[config.mk]
export PLATFORM = sky130hd
export DESIGN_NAME = iterative_left_shift_flat
export DESIGN_NICKNAME = d
export VERILOG_FILES = /design/src/rtl/iterative_left_shift_if.sv /design/src/rtl/iterative_left_shift.sv /design/src/flat_wrapper.sv
export SDC_FILE = /design/constraint.sdc
export NUM_CORES = 1
export LEC_CHECK = 0
export ABC_AREA = 1
export BUFFER_PORTS_ARGS = -buffer_cell sky130_fd_sc_hd__buf_4
export CORE_ASPECT_RATIO = 1.4
export CORE_MARGIN = 4
export CORE_UTILIZATION = 52
export DETAILED_ROUTE_END_ITERATION = 12
export PLACE_DENSITY_LB_ADDON = 0.12
export SETUP_SLACK_MARGIN = 0.2
export SYNTH_ARGS = -nofsm -noshare
export SYNTH_HDL_FRONTEND = slang
export SYNTH_SLANG_ARGS = --single-unit
[constraint.sdc]
create_clock -name clock -period 2.1 [get_ports clock]
set_input_delay 0.21 -clock clock [delete_from_list [all_inputs] [get_ports clock]]
set_output_delay 0.21 -clock clock [all_outputs]
set_load 0.1 [all_outputs]
[src/rtl/iterative_left_shift_if.sv]
// rtl/iterative_left_shift_if.sv - request/result bundle for the iterative left shifter
//
// Purpose: groups the start/operand request and the registered result/flags
// of iterative_left_shift into one interface.
// Signals:
//   start        request pulse (master -> slave)
//   data_in      operand, WIDTH bits (master -> slave)
//   shamt        shift amount, SHAMT_W bits (master -> slave)
//   busy         operation in flight (slave -> master)
//   done         one-cycle completion pulse (slave -> master)
//   result       shifted operand (slave -> master)
//   bits_lost    a 1-bit was shifted out of the top (slave -> master)
//   sign_changed top bit differed from the original sign after some step
interface iterative_left_shift_if #(
  parameter int WIDTH   = 32,
  parameter int SHAMT_W = 5
);
  logic               start;
  logic [WIDTH-1:0]   data_in;
  logic [SHAMT_W-1:0] shamt;
  logic               busy;
  logic               done;
  logic [WIDTH-1:0]   result;
  logic               bits_lost;
  logic               sign_changed;

  modport master (
    output start, data_in, shamt,
    input  busy, done, result, bits_lost, sign_changed
  );

  modport slave (
    input  start, data_in, shamt,
    output busy, done, result, bits_lost, sign_changed
  );
endinterface

[src/rtl/iterative_left_shift.sv]
// rtl/iterative_left_shift.sv - multi-cycle logical left shifter with overflow flags
//
// Purpose: latches an operand and shift amount on an accepted start, shifts
// left one bit per clock, then pulses done. Tracks 1-bits lost off the top
// and any change of the sign bit across the individual steps.
// Ports:
//   clock   rising-edge system clock
//   resetn  asynchronous active-low reset
//   bus     iterative_left_shift_if.slave (start/data_in/shamt in;
//           busy/done/result/bits_lost/sign_changed out, all registered)
module iterative_left_shift #(
  parameter int WIDTH   = 32,
  parameter int SHAMT_W = 5
) (
  input  logic                   clock,
  input  logic                   resetn,
  iterative_left_shift_if.slave  bus
);

  typedef enum logic [1:0] {
    IDLE  = 2'd0,
    SHIFT = 2'd1,
    DONE  = 2'd2
  } state_t;

  state_t             r_state;
  state_t             w_state_nxt;

  logic [WIDTH-1:0]   r_result;
  logic [SHAMT_W-1:0] r_count;
  logic               r_sign0;
  logic               r_bits_lost;
  logic               r_sign_changed;
  logic               r_busy;
  logic               r_done;

  // Starts are only seen in IDLE, which is exactly when busy is low.
  logic               w_accept;
  logic               w_last_step;

  assign w_accept    = (r_state == IDLE) && bus.start;
  assign w_last_step = (r_count == SHAMT_W'(1));

  // Next-state logic
  always_comb begin
    w_state_nxt = r_state;
    case (r_state)
      IDLE: begin
        if (w_accept) begin
          w_state_nxt = (bus.shamt == '0) ? DONE : SHIFT;
        end
      end
      SHIFT: begin
        if (w_last_step) begin
          w_state_nxt = DONE;
        end
      end
      DONE: begin
        w_state_nxt = IDLE;
      end
      default: begin
        w_state_nxt = IDLE;
      end
    endcase
  end

  // State register
  always_ff @(posedge clock or negedge resetn) begin
    if (!resetn) begin
      r_state <= IDLE;
    end else begin
      r_state <= w_state_nxt;
    end
  end

  // Datapath and registered status outputs
  always_ff @(posedge clock or negedge resetn) begin
    if (!resetn) begin
      r_result       <= '0;
      r_count        <= '0;
      r_sign0        <= 1'b0;
      r_bits_lost    <= 1'b0;
      r_sign_changed <= 1'b0;
      r_busy         <= 1'b0;
      r_done         <= 1'b0;
    end else begin
      // busy/done are decoded from the next state so they line up with the
      // state register without a combinational path to the outputs.
      r_busy <= (w_state_nxt != IDLE);
      r_done <= (w_state_nxt == DONE);

      case (r_state)
        IDLE: begin
          if (w_accept) begin
            r_result       <= bus.data_in;
            r_count        <= bus.shamt;
            r_sign0        <= bus.data_in[WIDTH-1];
            r_bits_lost    <= 1'b0;
            r_sign_changed <= 1'b0;
          end
        end
        SHIFT: begin
          r_bits_lost <= r_bits_lost | r_result[WIDTH-1];
          r_result    <= {r_result[WIDTH-2:0], 1'b0};
          // result[WIDTH-2] becomes the new top bit after this step.
          r_sign_changed <= r_sign_changed | (r_result[WIDTH-2] != r_sign0);
          r_count     <= r_count - SHAMT_W'(1);
        end
        default: begin
          // DONE: hold result and flags for the consumer.
        end
      endcase
    end
  end

  assign bus.busy         = r_busy;
  assign bus.done         = r_done;
  assign bus.result       = r_result;
  assign bus.bits_lost    = r_bits_lost;
  assign bus.sign_changed = r_sign_changed;

endmodule

[src/flat_wrapper.sv]
// flat-port wrapper written by rule: the top's interface ports become plain ports
module iterative_left_shift_flat 
#(
  parameter int WIDTH   = 32,
  parameter int SHAMT_W = 5
)
  (clock, resetn, bus_start, bus_data_in, bus_shamt, bus_busy, bus_done, bus_result, bus_bits_lost, bus_sign_changed);
  iterative_left_shift_if #(.WIDTH(WIDTH), .SHAMT_W(SHAMT_W)) bus_i ();
  input  logic clock;
  input  logic resetn;
  input wire logic [$bits(bus_i.start)-1:0] bus_start;
  input wire logic [$bits(bus_i.data_in)-1:0] bus_data_in;
  input wire logic [$bits(bus_i.shamt)-1:0] bus_shamt;
  output wire logic [$bits(bus_i.busy)-1:0] bus_busy;
  output wire logic [$bits(bus_i.done)-1:0] bus_done;
  output wire logic [$bits(bus_i.result)-1:0] bus_result;
  output wire logic [$bits(bus_i.bits_lost)-1:0] bus_bits_lost;
  output wire logic [$bits(bus_i.sign_changed)-1:0] bus_sign_changed;
  assign bus_i.start = bus_start;
  assign bus_i.data_in = bus_data_in;
  assign bus_i.shamt = bus_shamt;
  assign bus_busy = bus_i.busy;
  assign bus_done = bus_i.done;
  assign bus_result = bus_i.result;
  assign bus_bits_lost = bus_i.bits_lost;
  assign bus_sign_changed = bus_i.sign_changed;
  iterative_left_shift #(.WIDTH(WIDTH), .SHAMT_W(SHAMT_W)) u_core (.clock(clock), .resetn(resetn), .bus(bus_i));
endmodule
==> After elaboration in Yosys (flattened, before gate mapping) <==
Cells that the tools add are included.
{ "totals": {"word_cells": 34, "out_inout_bits": 36, "register_bits": 44} }
{ "classes": {"muxes": 11, "bitwise_logic": 2, "n_reduce_logical": 7, "addsub": 1, "eq_ne": 5} }
{ "ops": {"columns": ["cell", "n"], "rows": [
  ["32-bit one-hot mux with 2 select lines", 1],
  ["32-bit 2-to-1 mux", 1],
  ["5-bit one-hot mux with 2 select lines", 1],
  ["2-bit 2-to-1 mux", 3],
  ["5-bit by 1-bit == test with 1-bit output (second input constant)", 1],
  ["5-bit zero test", 1],
  ["5-bit 2-to-1 mux", 1],
  ["5-bit by 1-bit subtractor with 5-bit output (second input constant)", 1],
  ["1-bit one-hot mux with 2 select lines", 2],
  ["2-bit one-hot mux with 2 select lines", 1],
  ["2-bit AND reduction", 2],
  ["2-bit nonzero test", 2],
  ["2-bit by 1-bit == test with 1-bit output (second input constant)", 1],
  ["2-bit == test (second input constant)", 1],
  ["2-bit zero test", 1],
  ["2-bit by 1-bit inequality test with 1-bit output (second input constant)", 1],
  ["1-bit bitwise OR", 2],
  ["1-bit logical AND", 1],
  ["1-bit 2-to-1 mux", 1],
  ["1-bit inequality test", 1]
]} }

==> Logic depth before layout (Yosys ltp) <==
Gate-level depths: netlist of run 1.
{ "logic_depth": {"ltp_word": 5, "mapped_depth": 7} }

==> Least setup slack after synthesis of run 1 <==
No wires, ideal clock.
{ "synth_path": {"path_kind": "register to register", "start": "reg u_core.r_result[30], in the netlist u_core.bus.result[30]", "end": "reg u_core.r_sign_changed, in the netlist u_core.bus.sign_changed", "slack_ns": 0.737, "path_buffers": 0, "arrival_time_ns": 1.236, "synth_period_minus_slack_ns": 1.363, "path_stages_with_launch": 4, "cell_sequence": "dfrtp_1 > a21oi_1 > o21ai_0 > nand2_1"} }
{ "synth_between": {"elab_chain_len": 3} }
{ "synth_lines": {"columns": ["element", "line_no", "source"], "rows": [
  ["from (decl)", "iterative_left_shift.sv:29", "logic [WIDTH-1:0] r_result;"],
  ["from (signal assigned)", "iterative_left_shift.sv:95", "r_result <= bus.data_in;"],
  ["from (signal assigned)", "iterative_left_shift.sv:104", "r_result <= {r_result[WIDTH-2:0], 1'b0};"],
  ["1-bit inequality test", "iterative_left_shift.sv:106", "r_sign_changed <= r_sign_changed | (r_result[WIDTH-2] != r_sign0);"],
  ["1-bit bitwise OR", "iterative_left_shift.sv:106", null],
  ["1-bit one-hot mux with 2 select lines", "iterative_left_shift.sv:92", "case (r_state)"],
  ["to (signal assigned)", "iterative_left_shift.sv:106", null],
  ["to (decl)", "iterative_left_shift.sv:33", "logic r_sign_changed;"]
]} }
No other way between the ends.
A chain may end at the register's enable or synchronous reset.

==> Final worst setup path of run 1 <==
{ "layout_path": {"start": "reg u_core.r_state[1]", "end": "reg u_core.r_count[3]"} }
{ "layout_between": {"elab_chain_len": 4, "elab_cells_between_ends": 7} }
{ "layout_lines": {"columns": ["element", "line_no", "source"], "rows": [
  ["from (decl)", "iterative_left_shift.sv:26", "state_t r_state;"],
  ["from (signal assigned)", "iterative_left_shift.sv:72", "r_state <= w_state_nxt;"],
  ["2-bit zero test", "iterative_left_shift.sv:41, iterative_left_shift.sv:92", null],
  ["1-bit logical AND", "iterative_left_shift.sv:41", "assign w_accept = (r_state == IDLE) && bus.start;"],
  ["2-bit by 1-bit inequality test with 1-bit output (no line)", null, null],
  ["2-bit AND reduction (no line)", null, null],
  ["to (signal assigned)", "iterative_left_shift.sv:96", "r_count <= bus.shamt;"],
  ["to (signal assigned)", "iterative_left_shift.sv:107", "r_count <= r_count - SHAMT_W'(1);"],
  ["to (decl)", "iterative_left_shift.sv:30", "logic [SHAMT_W-1:0] r_count;"]
]} }
Several ways; a longest one is shown, not always the timed one.

==> impl.org, run 1 <==
** Setup path
- The critical path is of the reg -> reg type.
- Reg2Reg Depth :: 7
- Data on the critical path arrives at its endpoint at roughly 1.8 ns.
- Worst Path Max Fanout :: 35
- For the worst setup path, the data required time is roughly 2.3 ns.
- Type of destination of the critical path :: flip-flop
- STA classifies the critical path startpoint as a flip-flop.

** Detailed routing
- The first routing iteration left just under 90 violations.
- TritonRoute pass-1 iters :: 4
- Dividing the detail-routed via count by the number of cells gives 5.33.
- Once detail routing completed, the nets flagged for antenna violations numbered 0.
- After detailed routing, the total wire length is 4700 um.
- Mean routed wirelength per cell :: 14.0 um
- Number of vias in the routed layout :: 1,791
- Remaining routing DRC violations :: 0

** STA
- For the finished layout, the period the worst path requires is 1.58 ns.
- After routing, the total negative slack on setup checks comes to 0 ns.
- Between clock sinks in the finished design, the worst skew comes to around 0.0028 ns.
- Setup slack closes at 0.520 ns.
- Worst relative slew slack :: 58.5%
- Setup violations remaining at the end of the flow were counted as 0.
- At the pin with the least slew margin, the transition time is 0.621 ns.
- Share of the clock period used by the worst path :: 75.2%
- RSZ-0062 raised after global routing :: false
- The number of failing hold endpoints at the final stage came to 0.
- Worst hold slack after final layout :: approximately 0.12 ns
- Timing would allow up to ~630 MHz.
- The count of pins over their slew limit came to 0.

** Place
- Detailed placement HPWL :: 3280 um
- Before CTS, the worst setup slack after placement is 0.530 ns.
- RePlAce Congestion :: 0.841
- I/O Buffers :: 75

** Clock network
- Clock sink total :: 44
- After clock tree synthesis, the clock-pin slew on the worst setup and hold paths is 0.08 ns.
- TritonCTS clock tree :: built
- Max H-tree Level :: 2
- Clock tree synthesis selected as its root buffer the cell sky130_fd_sc_hd__clkbuf_8.
- The clock reaches the later pin of the worst-skew pair after 0.30 ns.
- The clock passes through at most 2 buffers.
- In this run, CTS created clock tree buffers numbering 5.

** Synth
- Top cells by area, synth :: sky130_fd_sc_hd__dfrtp_1 (57%), sky130_fd_sc_hd__nor2_1 (14%), sky130_fd_sc_hd__o22ai_1 (9.6%)
- Yosys mapped a number of flops with a built-in enable equal to 0.
- Counting distinct cell types in the post-synthesis netlist gives 18.
- Counting flops with an async set or reset pin after synthesis yields a share of 100%.
- Fraction of the yosys area taken by sequential cells :: 56.5%
- The number of nets handed over by synthesis was 261.
- Synthesis inferred 44 register bits.
- Share of Yosys cell area claimed by the top area cell type :: 56.5%
- Avg Inst Size Synth :: 8.90 um^2
- The commonest cells after synthesis are sky130_fd_sc_hd__nor2_1 (71), sky130_fd_sc_hd__dfrtp_1 (44), sky130_fd_sc_hd__nand2_1 (31), sky130_fd_sc_hd__o22ai_1 (30), sky130_fd_sc_hd__nand3_1 (9).
- Synthesized area :: 1950 um^2
- The biggest area contributor in the post-synthesis netlist is sky130_fd_sc_hd__dfrtp_1.
- Commonest register cell after synthesis :: sky130_fd_sc_hd__dfrtp_1
- Most frequent cell after synthesis :: sky130_fd_sc_hd__nor2_1
- Gate count after technology mapping :: between 200 and 250
- The Yosys step of the flow raised 0 warnings.

** Global routing
- First-pass GRT wire length :: 7610 um
- Entering global routing, the biggest net connects 45 pins.
- met2 is the most crowded layer.
- Global routing used around 34% of the available met2 tracks.
- For met3 alone, demand over resource in global routing was 5.63%.
- Global routing used 21.0% of the available tracks across all layers.
- Vias in the first global route :: about 1,700
- Global routing used 26.6% of the available met1 tracks.
- Antenna violations before repair :: 0
- After global routing the overflow that remains totals 0.

** Final layout
- Sequential cell area :: 1100 um^2
- Share of cells above drive strength 1 :: 31.0%
- 0 antenna diodes ended up in the layout.
- Nets :: 335
- Area taken by multi-input logic gates :: 731 um^2
- After filler insertion, the fill cell instance count of the layout stands at 288.
- Post-layout util :: 71.5%
- Layout overhead on the synthesized area :: 33.8%

** Outcome
- The flow ran to the end, and the final reports show no timing, DRC or antenna violations.

** Floorplanning
- Overall die width :: ~60 um
- Area of the core :: approximately 3600 um^2
- The die covers 4800 um^2.
- The floorplan step set the die height to 80.4 um.
- In this run the core area contains 26 standard-cell rows.
- Initial cell density of the core :: 53.5%
- I/O Pins :: 76

** Worst hold path
- Class of the tightest hold or removal check :: in -> reg
- Worst hold path depth :: 3

** Run
- Maxcap violations :: 0
[flip-flops by register name (all words and copies together), names as in the netlist]
name,flops
u_core.bus.result,32
u_core.r_count,5
u_core.r_state,2
u_core.bus.bits_lost,1
u_core.bus.busy,1
u_core.bus.done,1
u_core.bus.sign_changed,1
u_core.r_sign0,1
[placed cells by master (no fill, tap or decap)]
| cell type | instances |
|---|---|
| sky130_fd_sc_hd__clkbuf_8 | 5 |
| sky130_fd_sc_hd__o211ai_1 | 2 |
| sky130_fd_sc_hd__inv_2 | 3 |
| sky130_fd_sc_hd__nand2_1 | 31 |
| sky130_fd_sc_hd__bufinv_16 | 1 |
| sky130_fd_sc_hd__o22ai_1 | 30 |
| sky130_fd_sc_hd__nor2_2 | 1 |
| sky130_fd_sc_hd__dfrtp_1 | 44 |
| sky130_fd_sc_hd__nand3_1 | 9 |
| sky130_fd_sc_hd__a21oi_1 | 1 |
| sky130_fd_sc_hd__a22o_1 | 1 |
| sky130_fd_sc_hd__nor2_1 | 71 |
| sky130_fd_sc_hd__buf_4 | 75 |
| sky130_fd_sc_hd__inv_1 | 7 |
| sky130_fd_sc_hd__clkinvlp_4 | 1 |
| sky130_fd_sc_hd__clkinv_2 | 1 |
| sky130_fd_sc_hd__nand2_2 | 2 |
| sky130_fd_sc_hd__dlygate4sd3_1 | 1 |
| sky130_fd_sc_hd__o21ai_0 | 4 |
| sky130_fd_sc_hd__nand2_4 | 2 |
| sky130_fd_sc_hd__ha_1 | 2 |
[critical path, cell delays in order (launching register included)]
cell and delay (ns):
sky130_fd_sc_hd__dfrtp_1 0.41, sky130_fd_sc_hd__inv_2 0.12, sky130_fd_sc_hd__nand2_4 0.22, sky130_fd_sc_hd__nand2_4 0.40, sky130_fd_sc_hd__inv_2 0.11, sky130_fd_sc_hd__nor2_1 0.14, sky130_fd_sc_hd__nand2_1 0.07, sky130_fd_sc_hd__nand2_1 0.05
[path summary, 6_finish.rpt]
| check | startpoint | end | slack, ns |
|---|---|---|---|
| max | u_core.r_state[1]$_DFF_PN0_ | u_core.r_count[3]$_DFFE_PN0P_ | 0.52 |
| min reg2reg | u_core.r_sign0$_DFFE_PN0P_ | u_core.r_sign0$_DFFE_PN0P_ | 0.52 |
| min in group asynchronous | resetn | u_core.r_count[2]$_DFFE_PN0P_ | 0.43 |
| max reg2reg | u_core.r_state[1]$_DFF_PN0_ | u_core.r_count[3]$_DFFE_PN0P_ | 0.52 |
| min | bus_data_in[0] | u_core.bus.result[0]$_DFFE_PN0P_ | 0.12 |
| max in group asynchronous | resetn | u_core.bus.result[29]$_DFFE_PN0P_ | 1.28 |
[stage by stage]
stage | instances | cell area (um^2)
6_report | 336 | 2610
5_1_grt | 336 | 2610
4_1_cts | 336 | 2610
3_5_place_dp | 327 | 2480
3_3_place_gp | 327 | 2480
2_1_floorplan | 219 | 1950
[area by class of cell]
type                    count  share of cell area, %
clock buffers               5                   2.64
clock inverters             3                   1.63
inverters                  10                   1.44
multi-input cells         156                   28.0
flip-flops and latches     44                   42.2
well taps                  42                   2.02
repair buffers             76                   22.0
[metal layers]
metal | up-vias | share of wire (%) | wire, um
li1 | 874 | - | -
met1 | 837 | 40 | 1870
met2 | 72 | 50 | 2350
met3 | 8 | 8.6 | 402
met4 | 0 | 1.4 | 67
met5 | - | 0 | 0
[logic make-up after synthesis]
| kind of cell | count (synthesis) | synth area share [%] |
|---|---|---|
| buffers and inverters | 19 | 5.97 |
| AO/OA/AOI/OAI | 38 | 12.1 |
| AND/OR/NAND/NOR | 116 | 24.1 |
| flip-flops | 44 | 56.5 |
| adder cells (fa/ha/maj) | 2 | 1.28 |
[what timing repair did]
| action | CTS | global route |
|---|---|---|
| hold buffers | 1 | 0 |
| gates resized for setup | 0 | 0 |
| hold endpoints to repair | 44 | 0 |
| buffers inserted | 0 | 0 |
Power of run 1 is not shown: default switching activity piles up to over one toggle a cycle in this logic, so the estimate is an artifact.
==> inputs of run 2 (changes only) <==
- ABC_AREA: 1 -> 0
- CORE_UTILIZATION: 52 -> 44
- clock period: 2.1 -> 1.3 ns (I/O delays scaled with it)
==> impl.org, run 2 <==
** Setup path
- Data on the critical path arrives at its endpoint at 1.48 ns.
- Measured in cells, the most critical reg-to-reg path has a length of 5.
- Type of destination of the critical path :: flip-flop
- Start point of the critical path :: u_core.r_count[1]$_DFFE_PN0P_
- STA puts the critical path data required time at 1.52 ns.
- Combined buffer and inverter count along the critical path :: 1
- Worst setup SP type :: flip-flop
- Destination of the critical timing path :: u_core.bus.done$_DFF_PN0_
- Instance count on the critical path :: 5
- The endpoint identified for the worst register-to-register timing path is u_core.bus.done$_DFF_PN0_.
- CP top delay family :: flip-flops
- Max stage delay cell, worst path :: sky130_fd_sc_hd__dfrtp_1
- Setup slack on the worst reg-to-reg path comes out at 0.04 ns.
- On the worst path, the slowest cell contributes a delay of around 0.42 ns.
- The worst register-to-register path begins at u_core.r_count[1]$_DFFE_PN0P_.
- Along the worst path, the maximum fanout reaches 3.
- Cells traversed along the worst timing path :: inv_2 > ha_1 > nor4b_4 > nand2_2 > a21oi_2
- The critical path is of the reg -> reg type.

** Synth
- Counting instances in the post-synthesis netlist gives the leading cell types as sky130_fd_sc_hd__o22ai_1 (63), sky130_fd_sc_hd__dfrtp_1 (44), sky130_fd_sc_hd__a21oi_1 (40), sky130_fd_sc_hd__buf_2 (9), sky130_fd_sc_hd__nor2_1 (7).
- By instance count, the leading cell after synthesis is sky130_fd_sc_hd__o22ai_1.
- Gate count after technology mapping :: around 220
- Synthesized area :: 2110 um^2
- Avg Inst Size Synth :: between 9 and 10 um^2
- Synthesized netlist net count :: 257
- Proportion of synthesized flip-flops having asynchronous set or reset :: 100%
- The synthesized design spends more area on one cell type than any other, namely sky130_fd_sc_hd__dfrtp_1.
- In this run, synthesis inferred 0 flip-flops with an integrated enable.
- Fraction of the yosys area taken by sequential cells :: 52.3%
- Top cells by area, synth :: sky130_fd_sc_hd__dfrtp_1 (52%), sky130_fd_sc_hd__o22ai_1 (19%), sky130_fd_sc_hd__a21oi_1 (9.5%)
- Post-synth cell types :: 32
- The Yosys step of the flow raised 0 warnings.
- Share of Yosys cell area claimed by the top area cell type :: roughly 52%
- Commonest register cell after synthesis :: sky130_fd_sc_hd__dfrtp_1
- After synthesis the netlist holds a flip-flop and latch count of 44.

** Place
- Placement-stage cell area :: between 2000 and 3000 um^2
- The congestion estimate from routability-driven global placement came to 0.868.
- Detailed placement HPWL :: around 4000 um
- During placement, the flow inserted port buffers numbering 75.

** Detailed routing
- The count of nets left with antenna violations once routing finished came out at 0.
- After detailed routing, the number of vias per cell comes to ~6.
- Mean routed wirelength per cell :: between 15 and 20 um
- Number of vias in the routed layout :: 2,206
- TritonRoute pass-1 iters :: 4
- The routed design has 6630 um of wire.
- In the routed design, unresolved DRC markers number 0.
- The detailed router finished its first iteration with ~180 violations.

** STA
- Setup violations, final :: 0
- Clock skew on the completed layout was measured at 0.00506 ns.
- Maximum clock frequency :: 791 MHz
- The number of failing hold endpoints at the final stage is 0.
- RSZ-0062 raised after global routing :: true
- Tightest Pin Transition :: 0.564 ns
- Across all hold checks on the routed design, the worst slack comes to 0.0581 ns.
- Max Slew Vio Count :: 0
- In the finished design, the share of the clock period the worst path needs comes to 97.2%.
- Headroom to the max-slew limit came out at 62.4%.
- Shortest clock period the worst path allows after layout :: 1.26 ns

** Run
- The tool flagged a number of max-cap violations equal to 0.

** Global routing
- Pin count of the biggest net entering global routing :: 45
- Vias in the first global route :: 2,130
- The first global-routing pass estimated 10,400 um of wire.
- The initial antenna violation count was 0.
- Gr ovfl total :: 0
- Across every metal layer, demand over resource in global routing totals 21.7%.

** Floorplanning
- Total Die Area :: 5980 um^2
- The floorplan has 29 rows.
- DIE HEIGHT :: 89.9 um
- 76 I/O pins were placed.
- In this run the standard cell core region covers around 4600 um^2.
- Overall die width :: approximately 66 um
- The initial utilization of the core area, before any placement, comes to a little under half.

** Clock network
- TritonCTS built the clock tree.
- The clock reaches the later pin of the worst-skew pair after roughly 0.30 ns.
- Clock root cell :: sky130_fd_sc_hd__clkbuf_8
- Buffers inserted during clock tree synthesis total 5.
- Max H-tree Level :: 2
- The clock drives 44 sinks.
- Clock slew seen by the registers of the worst setup and hold paths :: 0.08 ns
- Counting along the longest clock path gives a buffer depth of 2.

** Final layout
- Commonest non-fill, non-tap cell in the layout :: sky130_fd_sc_hd__o22ai_1
- The register with the most flip-flops in the layout has 32 of them.
- Compared with the post-synthesis result, the final layout area differs by 60.0%.
- After routing the design area is 3370 um^2.
- Filler instances :: 359
- The post-route netlist has 55.3% of its cells at a drive strength greater than 1.
- The top cell types in the final layout, fill and taps aside, are sky130_fd_sc_hd__o22ai_1 (58), sky130_fd_sc_hd__buf_4 (57), sky130_fd_sc_hd__a21oi_1 (34), sky130_fd_sc_hd__dfrtp_2 (34), sky130_fd_sc_hd__buf_6 (25).
- Nets :: between 300 and 400
- 0 antenna diodes ended up in the layout.

** Worst hold path
- The min-delay analysis places its worst path in the category in -> reg.

** Outcome
- The run finished with clean final reports.
==> run 2: changes by cell type after synthesis, sizes merged, moves of 7 or more <==
cell / delta
nor2: -65
a21oi: +39
o22ai: +33
nand2: -32
buf: +7
==> run 2: how the worst min path moves through the flow <==
| stage | cells past startpoint | startpoint | end | slack, ns |
|---|---|---|---|---|
| 6_report | 2 | bus_shamt[4] | u_core.r_count[4]$_DFFE_PN0P_ | 0.06 |
| 2_1_floorplan | 0 | resetn | u_core.bus.bits_lost$_DFFE_PN0P_ | -0.17 |
| 5_1_grt | 2 | bus_shamt[4] | u_core.r_count[4]$_DFFE_PN0P_ | 0.06 |
| 3_3_place_gp | 1 | resetn | u_core.bus.result[7]$_DFFE_PN0P_ | 0.16 |
| 4_1_cts | 2 | bus_shamt[4] | u_core.r_count[4]$_DFFE_PN0P_ | 0.05 |
| 3_5_place_dp | 1 | resetn | u_core.bus.result[7]$_DFFE_PN0P_ | 0.16 |
==> run 2: cell type report <==
class                           count  area (um^2)  area share (%)
Inverter                            5         22.5           0.668
Sequential cell                    44         1150            34.0
Tap cell                           62         77.6            2.30
Clock buffer                        7         86.3            2.56
Timing Repair Buffer               97          950            28.2
Multi-Input combinational cell    150         1080            32.0
Clock inverter                      1         7.51           0.223
==> run 2: logic make-up after synthesis <==
group                      synth area share, %
AOI/OAI and AO/OA                         31.9
xor gates and xnor gates                 0.416
buffers and inverters                     6.23
muxes                                    0.534
DFF                                       52.3
and+or+nand+nor                           7.48
adders and majority gates                 1.19
==> run 2: what timing repair did <==
action	4_1_cts	5_1_grt
resized for setup	48	36
setup buffers	6	2
endpoints found under the setup margin	77	54
hold endpoints to repair	44	0
hold buffers	1	0
gates cloned	2	2
pin swaps	5	5
==> run 2: layer usage <==
metal	GRT usage [%]	vias up	routed length, um
li1	-	1015	-
met1	28.4	1104	2560
met2	36.0	81	3630
met3	3.99	6	352
met4	6.44	0	89
met5	0	-	0
==> run 2: per-stage QoR <==
step | setup WS, ns | std cells | util, % | setup TNS (ns)
finish | 0.0365 | 366 | 73.7 | 0
global route | -0.0184 | 366 | 73.7 | -0.0189
CTS | 0.0787 | 362 | 69.4 | 0
detailed placement | -0.0188 | 345 | 61.8 | -0.0603
global placement | 0.0107 | 345 | 61.8 | 0
floorplan | 0.114 | 215 | - | 0
Power of run 2 is left out for the same reason.
==> inputs of run 3 (changes only) <==
- CORE_UTILIZATION: 44 -> 49
- clock period: 1.3 -> 1.2 ns (I/O delays scaled with it)
==> impl.org, run 3 <==
** Synth
- Fraction of the yosys area taken by sequential cells :: 52.3%
- Most frequent cell after synthesis :: sky130_fd_sc_hd__o22ai_1
- sky130_fd_sc_hd__dfrtp_1 takes more of the synthesized area than any other cell.
- Of all flip-flops after synthesis, the portion carrying an async set or reset was between 90% and 100%.
- Ranked by instance count, the synthesized netlist is headed by sky130_fd_sc_hd__o22ai_1 (63), sky130_fd_sc_hd__dfrtp_1 (44), sky130_fd_sc_hd__a21oi_1 (40), sky130_fd_sc_hd__buf_2 (9), sky130_fd_sc_hd__nor2_1 (7).
- Counting every instance in the synthesized netlist gives approximately 220.
- Number of flops mapped to enable cells by yosys :: 0
- Share of Yosys cell area claimed by the top area cell type :: 52.3%
- For this run, the number of Yosys warnings is 0.
- By area the synthesized netlist is led by sky130_fd_sc_hd__dfrtp_1 (52%), sky130_fd_sc_hd__o22ai_1 (19%), sky130_fd_sc_hd__a21oi_1 (9.5%).
- Synthesis instantiated 32 different standard cells from the library.
- Each instance of the synthesized netlist takes up on average 9.80 um^2.
- Commonest register cell after synthesis :: sky130_fd_sc_hd__dfrtp_1
- The mapped netlist covers 2110 um^2.
- Synthesis produced a netlist with a net count of between 200 and 300.
- Synthesis inferred 44 register bits.

** Place
- Detailed placement HPWL :: 4020 um
- RePlAce Congestion :: 0.907
- Placed cell count :: between 300 and 400
- Port buffering added 75 buffers.

** Outcome
- Outcome :: stopped before the end
- The flow stopped in global routing (5_1_grt).
- Stop Error :: [ERROR DPL-0038] Utilization greater than 100%, impossible to legalize

** Clock network
- The clock net in this run drives a total of 44 sinks.
- The number of clock buffers added by TritonCTS is 5.
- Clock root cell :: sky130_fd_sc_hd__clkbuf_8
- The clock passes through at most 2 buffers.
- Max H-tree Level :: 2

** Floorplanning
- The initial utilization of the core area, before any placement, comes to 52.0%.
- I/O Pins :: 76
- DIE HEIGHT :: 85.6 um
- In this run the core area contains 27 standard-cell rows.
- The floorplan step set the die width to 63.4 um.

** Global routing
- Entering global routing, the biggest net connects between 40 and 50 pins.

** STA
- After the last repair the worst path ends at a sequential cell input.
- Worst setup endpoint GRT :: u_core.r_count[3]$_DFFE_PN0P_/D
[run 3: logic make-up after synthesis]
kind of cell	count (synthesis)	synth area share (%)
buffers and inverters	25	6.23
AO/OA/AOI/OAI	114	31.9
AND/OR/NAND/NOR	28	7.48
flip-flops	44	52.3
multiplexers	1	0.534
adder cells (fa/ha/maj)	2	1.19
XOR/XNOR	1	0.416
[run 3: metrics by stage]
stage	setup WS (ns)	area, um^2
2_1_floorplan	0.0135	2210
3_3_place_gp	-0.0556	2830
3_5_place_dp	-0.102	2830
4_1_cts	-0.0742	3880
[run 3: what timing repair did]
action / in CTS
hold buffers: 1
hold endpoints to repair: 44
cloned: 9
pin swaps: 6
resized for setup: 138
endpoints found under the setup margin: 79
buffers inserted: 36
==> inputs of run 4 (changes only) <==
- CORE_ASPECT_RATIO: 1.4 -> not set
- CORE_UTILIZATION: 49 -> 40
- PLACE_DENSITY_LB_ADDON: 0.12 -> 0.15
- SETUP_SLACK_MARGIN: 0.2 -> not set
==> impl.org, run 4 (synthesis gave the netlist of run 2 again) <==
** Outcome
- Outcome :: complete, but fails checks
- The checks that failed: negative setup slack.

** STA
- Largest clock skew in the final design :: 0.0129 ns
- Final hold violations :: 0
- Maximum clock frequency :: 792 MHz
- Subtracting the final worst setup slack from the clock period gives 1.26 ns.
- Setup repair after global routing could not meet its margin everywhere.
- Worst relative slew slack :: between 60% and 70%
- Setup violations remaining at the end of the flow were counted as 5.
- Max Slew Vio Count :: 0
- Share of the clock period used by the worst path :: 105%
- At the pin with the least slew margin, the transition time is 0.571 ns.
- Across all setup checks in the final design, the least slack found is -0.0631 ns.

** Clock network
- Clock root cell :: sky130_fd_sc_hd__clkbuf_8
- Total CTS buffers :: 5
- Clock latency of the later-clocked register in the worst-skew pair :: 0.30 ns
- Clock tree synthesis found a total of 44 sinks.
- TritonCTS clock tree :: built
- Clock slew seen by the registers of the worst setup and hold paths :: 0.09 ns
- The H-tree was split into 2 levels.
- The clock passes through at most 2 buffers.

** Place
- Detailed placement HPWL :: 4060 um
- I/O Buffers :: 75
- Placed cell count :: 360
- Before CTS, the worst setup slack after placement is -0.123 ns.
- At the end of routability-driven placement, the weighted congestion stood at 0.869.

** Final layout
- Antenna diodes :: 0
- Counting the fill cells in the layout gives around 450.
- From synthesis to final layout, the design area changed by 53.7%.
- The multi-input combinational cells in the finished layout cover a total of approximately 1000 um^2.
- Sequential cell area :: 1120 um^2
- The register with the most flip-flops in the layout has 32 of them.
- Number of standard cells in the final layout excluding fillers :: around 380
- Of the cells placed in the final design, the portion with a size suffix greater than 1 is 48.9%.
- Nets :: 348
- Commonest cells after routing, fill and taps aside :: sky130_fd_sc_hd__buf_4 (92), sky130_fd_sc_hd__o22ai_1 (52), sky130_fd_sc_hd__a21oi_1 (38)
- Commonest non-fill, non-tap cell in the layout :: sky130_fd_sc_hd__buf_4

** Setup path
- Reg2Reg Depth :: 3
- Type of destination of the critical path :: flip-flop
- The setup path with the least slack is of type reg -> reg.
- Arrival time reported for the critical path endpoint :: 1.51 ns
- Reg-to-reg slack, setup :: -0.06 ns
- Data on the critical path is required at its endpoint by 1.44 ns.
- The endpoint identified for the worst register-to-register timing path is u_core.r_count[3]$_DFFE_PN0P_.
- Worst Path Max Fanout :: 4
- Beginning of the worst register-to-register path :: u_core.r_count[2]$_DFFE_PN0P_
- Worst setup SP type :: flip-flop

** Detailed routing
- Mean routed wirelength per cell :: roughly 17 um
- Vias per inst :: roughly 5.7
- Starting DRC count in detailed routing :: 114
- Remaining routing DRC violations :: 0
- Number of nets with antenna violations after routing :: 0
- TritonRoute pass-1 iters :: 5
- Number of vias in the routed layout :: 2,165
- Total wirelength of the detailed-routed design :: 6500 um

** Global routing
- Entering global routing, the biggest net connects 45 pins.
- The first global-routing pass estimated 9830 um of wire.
- Overall global routing resource usage :: between 10% and 20%
- Antenna violations before repair :: 0
- The number of global-route vias before repair came to 2,097.
- Gr ovfl total :: 0

** Floorplanning
- The floorplan has 26 rows.
- During I/O placement, the number of pins put on the boundary was between 70 and 80.
- The die covers approximately 6500 um^2.
- DIE HEIGHT :: 80.6 um
- Area of the core :: around 5100 um^2
- For this configuration, the core starts out at a cell density of 41.3%.
- Overall die width :: just over 80 um

** Worst hold path
- Worst hold path depth :: 2
- For hold timing, the worst endpoint is u_core.r_count[4]$_DFFE_PN0P_.
- Class of the tightest hold or removal check :: in -> reg
- The startpoint identified for the worst hold timing path is bus_shamt[4].

** Run
- Maxcap violations :: 0
==> run 4: final cells by class <==
cell class                      instances  area share, %
Multi-Input combinational cell        146           31.5
Timing Repair Buffer                  104           26.7
Sequential cell                        44           34.5
Clock inverter                          1          0.927
Inverter                                5          0.657
Clock buffer                            7           2.97
Tap cell                               70           2.70
==> run 4: layer usage <==
metal  part of all wire [%]  track usage (%)  vias up
met3                    5.3             4.15        8
met4                    1.2             6.25        0
li1                       -                -     1010
met2                     51             33.4       71
met5                      0                0        -
met1                     42             23.9     1076
==> run 4: timing repair <==
| action | in CTS | in global routing |
|---|---|---|
| resized for setup | 10 | 27 |
| setup buffers | 4 | 2 |
| hold endpoints to repair | 44 | 0 |
| endpoints found under the setup margin | 41 | 43 |
| pin swaps | 4 | 7 |
| hold buffers | 1 | 0 |
| gates cloned | 0 | 2 |
==> run 4: critical path, cell delays in order (launching register included) <==
cell and delay [ns]:
sky130_fd_sc_hd__dfrtp_1 0.43, sky130_fd_sc_hd__or3_1 0.37, sky130_fd_sc_hd__or3_1 0.32, sky130_fd_sc_hd__nand3_1 0.08
==> run 4: through the flow <==
stage	hold slack, ns	util [%]	cell area [um^2]	setup TNS [ns]
6_report	0.0488	63.4	3240	-0.229
4_1_cts	0.0394	59.8	3050	-0.117
5_1_grt	0.0523	63.4	3240	-0.675
2_1_floorplan	-0.176	-	2130	-2.52
3_3_place_gp	0.157	55.9	2860	-1.93
3_5_place_dp	0.159	55.9	2860	-1.81
==> run 4: worst max path at each step <==
| stage | to | cells after the start | from | slack, ns |
|---|---|---|---|---|
| 3_3_place_gp | u_core.bus.result[7]$_DFFE_PN0P_ | 4 | u_core.r_state[1]$_DFF_PN0_ | -0.08 |
| 5_1_grt | u_core.bus.done$_DFF_PN0_ | 5 | u_core.r_count[1]$_DFFE_PN0P_ | -0.13 |
| 2_1_floorplan | u_core.bus.result[11]$_DFFE_PN0P_ | 2 | u_core.bus.result[10]$_DFFE_PN0P_ | -0.12 |
| 6_report | u_core.r_count[3]$_DFFE_PN0P_ | 3 | u_core.r_count[2]$_DFFE_PN0P_ | -0.06 |
| 3_5_place_dp | u_core.bus.done$_DFF_PN0_ | 5 | u_core.r_count[1]$_DFFE_PN0P_ | -0.12 |
| 4_1_cts | u_core.r_count[3]$_DFFE_PN0P_ | 3 | u_core.r_count[2]$_DFFE_PN0P_ | -0.05 |
Power of run 4 is left out for the same reason.
